File: config.mk
export PLATFORM = sky130hd
export DESIGN_NAME = multi_gate_pipe
export DESIGN_NICKNAME = d
export VERILOG_FILES = /design/src/rtl/gate_pkg.sv /design/src/rtl/gate_fn.sv /design/src/rtl/multi_gate_pipe.sv
export SDC_FILE = /design/constraint.sdc
export NUM_CORES = 1
export LEC_CHECK = 0
export ABC_CLOCK_PERIOD_IN_PS = 4600
export BUFFER_PORTS_ARGS = -buffer_cell sky130_fd_sc_hd__buf_2
export CORE_ASPECT_RATIO = 0.75
export CORE_MARGIN = 4
export CORE_UTILIZATION = 35
export CTS_BUF_LIST = sky130_fd_sc_hd__clkbuf_8
export CTS_CLUSTER_DIAMETER = 60
export CTS_CLUSTER_SIZE = 14
export DETAILED_ROUTE_END_ITERATION = 8
export PLACE_DENSITY = 0.67
export SYNTH_ARGS = -nofsm -noshare
export SYNTH_HDL_FRONTEND = slang
export SYNTH_SLANG_ARGS = --single-unit
File: constraint.sdc
create_clock -name clk -period 4.6 [get_ports clk]
set_input_delay 0.23 -clock clk [delete_from_list [all_inputs] [get_ports clk]]
set_output_delay 0.23 -clock clk [all_outputs]
set_load 0.005 [all_outputs]
File: src/rtl/gate_pkg.sv
// Shared op codes and helpers for the configurable N-input bitwise gate datapath.
package gate_pkg;

    localparam int OP_W = 3;

    localparam logic [OP_W-1:0] OP_AND  = 3'd0;
    localparam logic [OP_W-1:0] OP_OR   = 3'd1;
    localparam logic [OP_W-1:0] OP_XOR  = 3'd2;
    localparam logic [OP_W-1:0] OP_NAND = 3'd3;
    localparam logic [OP_W-1:0] OP_NOR  = 3'd4;
    localparam logic [OP_W-1:0] OP_XNOR = 3'd5;

    function automatic logic is_legal_op(input logic [OP_W-1:0] op);
        return (op <= OP_XNOR);
    endfunction

endpackage

File: src/rtl/gate_fn.sv
// Combinational bitwise function across NUM_IN channels of WIDTH bits each.
module gate_fn
    import gate_pkg::*;
#(
    parameter int WIDTH  = 4,
    parameter int NUM_IN = 3
) (
    input  logic [OP_W-1:0]         op,
    input  logic [NUM_IN*WIDTH-1:0] data,
    output logic [WIDTH-1:0]        result,
    output logic                    err
);

    logic [WIDTH-1:0] and_s;
    logic [WIDTH-1:0] or_s;
    logic [WIDTH-1:0] xor_s;

    // Reduce all channels per bit, then pick the requested function.
    always_comb begin
        and_s = {WIDTH{1'b1}};
        or_s  = {WIDTH{1'b0}};
        xor_s = {WIDTH{1'b0}};
        for (int i = 0; i < NUM_IN; i++) begin
            and_s = and_s & data[i*WIDTH +: WIDTH];
            or_s  = or_s  | data[i*WIDTH +: WIDTH];
            xor_s = xor_s ^ data[i*WIDTH +: WIDTH];
        end
        err = !is_legal_op(op);
        case (op)
            OP_AND:  result = and_s;
            OP_OR:   result = or_s;
            OP_XOR:  result = xor_s;
            OP_NAND: result = ~and_s;
            OP_NOR:  result = ~or_s;
            OP_XNOR: result = ~xor_s;
            default: result = {WIDTH{1'b0}};
        endcase
    end

endmodule

File: src/rtl/multi_gate_pipe.sv
// Two-stage valid/ready pipeline applying a selectable bitwise function across NUM_IN channels.
module multi_gate_pipe
    import gate_pkg::*;
#(
    parameter int WIDTH  = 4,
    parameter int NUM_IN = 3,
    parameter int CNT_W  = 8
) (
    input  logic                    clk,
    input  logic                    rst,
    input  logic                    in_valid,
    output logic                    in_ready,
    input  logic [OP_W-1:0]         in_op,
    input  logic [NUM_IN*WIDTH-1:0] in_data,
    output logic                    out_valid,
    input  logic                    out_ready,
    output logic [WIDTH-1:0]        out_data,
    output logic                    out_any,
    output logic                    out_all,
    output logic                    out_err,
    output logic [CNT_W-1:0]        txn_count
);

    localparam logic [CNT_W-1:0] CNT_ONE = CNT_W'(1);

    logic                    s1_valid_q, s1_valid_d;
    logic [OP_W-1:0]         s1_op_q, s1_op_d;
    logic [NUM_IN*WIDTH-1:0] s1_data_q, s1_data_d;
    logic                    out_valid_q, out_valid_d;
    logic [WIDTH-1:0]        out_data_q, out_data_d;
    logic                    out_any_q, out_any_d;
    logic                    out_all_q, out_all_d;
    logic                    out_err_q, out_err_d;
    logic [CNT_W-1:0]        txn_count_q, txn_count_d;

    logic                    s2_load_s;
    logic                    in_accept_s;
    logic                    out_xfer_s;
    logic [WIDTH-1:0]        fn_result_s;
    logic                    fn_err_s;

    gate_fn #(
        .WIDTH  (WIDTH),
        .NUM_IN (NUM_IN)
    ) u_gate_fn (
        .op     (s1_op_q),
        .data   (s1_data_q),
        .result (fn_result_s),
        .err    (fn_err_s)
    );

    // in_ready follows out_ready combinationally so a draining output frees a slot the same cycle.
    assign s2_load_s   = s1_valid_q && (!out_valid_q || out_ready);
    assign in_ready    = !s1_valid_q || s2_load_s;
    assign in_accept_s = in_valid && in_ready;
    assign out_xfer_s  = out_valid_q && out_ready;

    // Next-state for both stages and the transfer counter.
    always_comb begin
        s1_valid_d  = s1_valid_q;
        s1_op_d     = s1_op_q;
        s1_data_d   = s1_data_q;
        out_valid_d = out_valid_q;
        out_data_d  = out_data_q;
        out_any_d   = out_any_q;
        out_all_d   = out_all_q;
        out_err_d   = out_err_q;
        txn_count_d = txn_count_q;

        if (in_accept_s) begin
            s1_valid_d = 1'b1;
            s1_op_d    = in_op;
            s1_data_d  = in_data;
        end else if (s2_load_s) begin
            s1_valid_d = 1'b0;
        end else begin
            s1_valid_d = s1_valid_q;
        end

        if (s2_load_s) begin
            out_valid_d = 1'b1;
            out_data_d  = fn_result_s;
            out_any_d   = |fn_result_s;
            out_all_d   = &fn_result_s;
            out_err_d   = fn_err_s;
        end else if (out_xfer_s) begin
            out_valid_d = 1'b0;
        end else begin
            out_valid_d = out_valid_q;
        end

        if (out_xfer_s) begin
            txn_count_d = txn_count_q + CNT_ONE;
        end else begin
            txn_count_d = txn_count_q;
        end
    end

    // Pipeline state registers; reset clears everything in flight.
    always_ff @(posedge clk or posedge rst) begin
        if (rst) begin
            s1_valid_q  <= 1'b0;
            s1_op_q     <= {OP_W{1'b0}};
            s1_data_q   <= {(NUM_IN*WIDTH){1'b0}};
            out_valid_q <= 1'b0;
            out_data_q  <= {WIDTH{1'b0}};
            out_any_q   <= 1'b0;
            out_all_q   <= 1'b0;
            out_err_q   <= 1'b0;
            txn_count_q <= {CNT_W{1'b0}};
        end else begin
            s1_valid_q  <= s1_valid_d;
            s1_op_q     <= s1_op_d;
            s1_data_q   <= s1_data_d;
            out_valid_q <= out_valid_d;
            out_data_q  <= out_data_d;
            out_any_q   <= out_any_d;
            out_all_q   <= out_all_d;
            out_err_q   <= out_err_d;
            txn_count_q <= txn_count_d;
        end
    end

    assign out_valid = out_valid_q;
    assign out_data  = out_data_q;
    assign out_any   = out_any_q;
    assign out_all   = out_all_q;
    assign out_err   = out_err_q;
    assign txn_count = txn_count_q;

endmodule
; ---- Word level (Yosys, flattened, before mapping)
; Index checks and enable logic that the tools add are counted.
[op_classes]
add_sub_neg = 1
n_lt_le_gt_ge = 1
n_eq_ne = 5
muxes = 5
bitwise = 9
n_reduce_logical = 13
[op_table]
columns = cell, count
row1 = 4-bit case mux with 6 select lines, 1
row2 = 4-bit inverter, 3
row3 = 8-bit by 1-bit adder with 8-bit output (second input constant), 1
row4 = 4-bit AND, 2
row5 = 4-bit bitwise OR, 2
row6 = 4-bit XOR, 2
row7 = 3-bit by 2-bit equality test with 1-bit output (second input constant), 2
row8 = 3-bit equality test (second input constant), 2
row9 = 1-bit two-way mux, 4
row10 = 4-bit AND reduction, 1
row11 = 2-bit nonzero test, 2
row12 = 4-bit OR reduction, 1
row13 = 3-bit by 1-bit equality test with 1-bit output (second input constant), 1
row14 = 3-bit less-or-equal comparator (second input constant), 1
row15 = 1-bit logical AND, 3
row16 = 1-bit zero test, 3
row17 = 3-bit zero test, 1
row18 = 1-bit logical OR, 2
[totals]
ff_bits = 32
input_bits = 19
elab_cells = 43

; ---- Logic depth before layout (Yosys ltp)
[logic_depth]
ltp_word = 6
ltp_mapped = 8
depth_no_buf = 8

; ---- Hierarchy
; A second synthesis with hierarchy kept.
[unflattened]
hier_cells = 159
area_unflattened_um2 = 1846.8
[by_module_without_submodules]
columns = mod, n_inst, cells_per_inst, area_each_um2, seq_area_each_um2
row1 = multi_gate_pipe, 1, 87, 1330.0, 800.8
row2 = gate_fn, 1, 72, 516.7, 0.0

; ---- Worst setup path before layout
; No wires, ideal clock.
[synth_timing]
kind = register to register
start = register s1_data_q[3]
end = register out_all_q, in the netlist out_all
setup_time_ns = 0.104
arrival_time_ns = 1.666
t_required_ns = 4.496
path_slack_ns = 2.831
stages_incl_launch_ff = 8
period_less_slack_ns = 1.769
path_cell_list = dfrtp_1 inv_1 ha_1 or3b_1 a31o_1 o22ai_1 nand2_1 o41ai_2
[synth_via]
elab_chain_cells = 5
elab_cells_between_ends = 11
cone_classes = 1 x mux / 9 x bitwise / 1 x reduce/logical
[synth_rtl]
columns = item, line
row1 = "start, declared", multi_gate_pipe.sv:28  ; logic [NUM_IN*WIDTH-1:0] s1_data_q, s1_data_d;
row2 = "start signal, assigned", multi_gate_pipe.sv:104  ; s1_data_q <= {(NUM_IN*WIDTH){1'b0}};
row3 = "start signal, assigned", multi_gate_pipe.sv:114  ; s1_data_q <= s1_data_d;
row4 = 4-bit XOR (tied with other cells) (2 in a row), gate_fn.sv:26  ; xor_s = xor_s ^ data[i*WIDTH +: WIDTH];
row5 = "4-bit inverter, on equally long branches", "gate_fn.sv:35, gate_fn.sv:33, gate_fn.sv:34"
row6 = 4-bit case mux with 6 select lines (*), gate_fn.sv:29  ; case (op)
row7 = 4-bit AND reduction (*), multi_gate_pipe.sv:84  ; out_all_d = &fn_result_s;
row8 = "end signal, assigned", multi_gate_pipe.sv:118  ; out_all_q <= out_all_d;
row9 = "end, declared", multi_gate_pipe.sv:32  ; logic out_all_q, out_all_d;
; Every way passes the cells marked *; elsewhere a longest branch is shown, timed or not.
; A chain may end at the register's enable or synchronous reset.

; ---- Final worst setup path
[layout_timing]
start = register s1_op_q[0]
end = register out_all_q, in the netlist out_all
[layout_via]
elab_chain_cells = 3
elab_cells_between_ends = 8
cone_classes = 5 x eq/ne / 1 x mux / 2 x reduce/logical
[layout_rtl]
columns = item, line
row1 = "start, declared", multi_gate_pipe.sv:27  ; logic [OP_W-1:0] s1_op_q, s1_op_d;
row2 = "start signal, assigned", multi_gate_pipe.sv:103  ; s1_op_q <= {OP_W{1'b0}};
row3 = "start signal, assigned", multi_gate_pipe.sv:113  ; s1_op_q <= s1_op_d;
row4 = 3-bit equality test (tied with other cells), gate_fn.sv:29
row5 = 4-bit case mux with 6 select lines (*), gate_fn.sv:29
row6 = 4-bit AND reduction (*), multi_gate_pipe.sv:84
; Marked as above.

==> results_dict.tcl <==
set metrics [dict create \
    timing.final.crit_share 0.449 \
    period_needed_ns 2.07 \
    drt_iter0_drc 50 \
    syn_area_per_cell_um2 10.6 \
    register_area_um2 801 \
    seq_area_frac_synth 0.463 \
    antennaDiodeCount 0 \
    wl_per_cell_um 13.1 \
    htreeDepth 2 \
    holdWs_ns 0.0203 \
    cts_resized 0 \
    fin_nets 227 \
    dieArea_um2 6140 \
    skew_ns 0.00132 \
    synth_cell_types 39 \
    die_h_um 68.9 \
    drv_cap 0 \
    netlist_area_um2 1730 \
    num_vias 1275 \
    final_hold_viol_count 0 \
    drt_wl_total_mm 3.38 \
    drtPass1Iterations 4 \
    start_util 0.374 \
    critPathKind "register to register" \
    synth_common_cells "dfrtp_1, nand2_1, mux2_2" \
    area_growth_syn_to_layout_pct 18.3 \
    synth-seq-cells 32 \
    slew_viol_final 0 \
    clock.fmax_ghz 0.484 \
    tns_ns 0 \
    ant_nets 0 \
    cts_tree "done" \
    hp-class "input port to asynchronous set/reset pin" \
    yosysMostFrequentCell "dfrtp_1" \
    cts_buffer_depth 2 \
    worst_slew_pin_slew_ns 0.724 \
    cp_cell_sequence "or3b_1 > a31o_1 > o32ai_2 > a21oi_2 > o41ai_2" \
    cts_sinks 32 \
    core_um2 4620 \
    cpMaxStageDelayCell "dfrtp_1" \
    overflow 0 \
    cp.arrival_ns 2.25 \
    drc_errors 0 \
    place.gp.congestion 0.701 \
    syn_inst 163 \
    end_kind "register" \
    netlist.area_leader.share 0.463 \
    drive_gt1_frac 0.295 \
    setup_viol 0 \
    ys_warn_count 0 \
    numCtsBuffers 5 \
    track_usage 0.122 \
    clk_pin_slew_ns 0.06 \
    max_slew_margin 0.516 \
    status "finished clean" \
    synth_ff_type "dfrtp_1" \
    critPathRequiredTime_ns 4.78 \
    die_width_um 89.2 \
    row_count 21 \
    vias_per_cell 4.96 \
    peakVddDrop_v 0.000185 \
    cts_root_buf "clkbuf_8" \
    startpoint_type "register" \
    p_leak_uw 0.000959 \
    rsz0062_at_grt "no" \
    detailed_place_hpwl_mm 2.47 \
    grt_max_degree 33 \
    synth_fp_nets 191 \
    synth_edf_count 0 \
    grt_pass1_vias 1181 \
    cp_max_fo 25 \
    multi_input_area_um2 857 \
    async_reset_ff_frac 1.00 \
    cts_setup_buffers 0 \
    place_inst 249 \
    power_density_nw_per_um2 445 \
    yosys-top-cells-area "dfrtp_1, mux2_2, ha_1, mux2_1, xnor2_1" \
    cts_hold_buf 0 \
    grt_pass1_wl_mm 5.62 \
    fill_cells 467 \
    grt_antenna_before_repair 0 \
    yosys.area.top_type "dfrtp_1" \
    stdcell_count 257 \
    insertion_delay_ns 0.28 \
    num_io_pins 36 \
    fin_util 0.442 \
    cp_slowest_stage_delay_ns 0.62 \
    port_buffers 35 \
]
[registers in the layout, summed over array words and instances, names as in the netlist, 3 cells and up]
register	flops
s1_data_q	12
txn_count	8
out_data	4
s1_op_q	3
[final cells by class]
class                      count  share of cell area
tap                           57              0.0349
timing repair buffer          36              0.0893
multi-input combinational    113               0.419
sequential                    32               0.391
inverter                      11              0.0202
clock inverter                 2             0.00489
clock buffer                   6              0.0404
[cells by family after synthesis]
family,count (synthesis),synth area share
adders and majority gates,9,0.0651
muxes,17,0.111
buffers and inverters,18,0.0412
xor gates and xnor gates,8,0.0405
and+or+nand+nor,47,0.141
AOI/OAI and AO/OA,32,0.138
DFF,32,0.463
[worst max-delay path, delay by kind of cell, from the launching register on]
| kind | cells | cell delay [ns] |
|---|---|---|
| and+or+nand+nor | 1 | 0.47 |
| AOI/OAI and AO/OA | 4 | 0.88 |
| DFF | 1 | 0.62 |
[report_power, final]
part | total (µW) | switching (µW) | internal (µW) | leakage [µW]
Clock | 220 | 101 | 119 | 0.0000510
Combinational | 264 | 123 | 142 | 0.000522
Sequential | 426 | 78.6 | 347 | 0.000385
Total | 910 | 303 | 608 | 0.000959
[through the flow]
stage | setup WS, ns | total power (µW) | cell area [µm²]
finish | 2.53 | 910 | 2050
CTS | 2.53 | 926 | 2050
global route | 2.39 | 983 | 2050
detailed placement | 2.55 | 699 | 1950
global placement | 2.61 | 694 | 1950
floorplan | 2.83 | 601 | 1730
[routing by layer]
layer / up-vias / GRT usage / wire length, µm
met5: - / 0 / 0
met4: 0 / 0.0446 / 32
met3: 4 / 0.0404 / 206
met2: 29 / 0.162 / 1430
met1: 588 / 0.181 / 1710
li1: 654 / - / -
[layout by cell type, fill, tap and decap left out, drive strengths merged, types with 2 or more instances in the layout]
cell type,instances
a21boi,2
a21oi,7
a22o,2
a31o,2
buf,36
clkbuf,6
clkinv,2
dfrtp,32
ha,9
inv,11
mux2,17
nand2,15
nand2b,8
nand3,7
nand3b,3
nand4,3
nor2,6
o21ai,6
o22ai,2
o32ai,2
or3b,2
xnor2,7
[worst paths after layout]
check	startpoint	endpoint	slack [ns]	cells after the start
min reg2reg	txn_count[7]	txn_count[7]	0.47	1
max in group asynchronous	rst	s1_data_q[11]	4.28	3
max reg2reg	s1_op_q[0]	out_all	2.53	5
min in group clk	in_valid	s1_valid_q	0.15	2
max	s1_op_q[0]	out_all	2.53	5
min	rst	s1_data_q[5]	0.02	3
No activity file was read; power rests on OpenSTA's default activity.
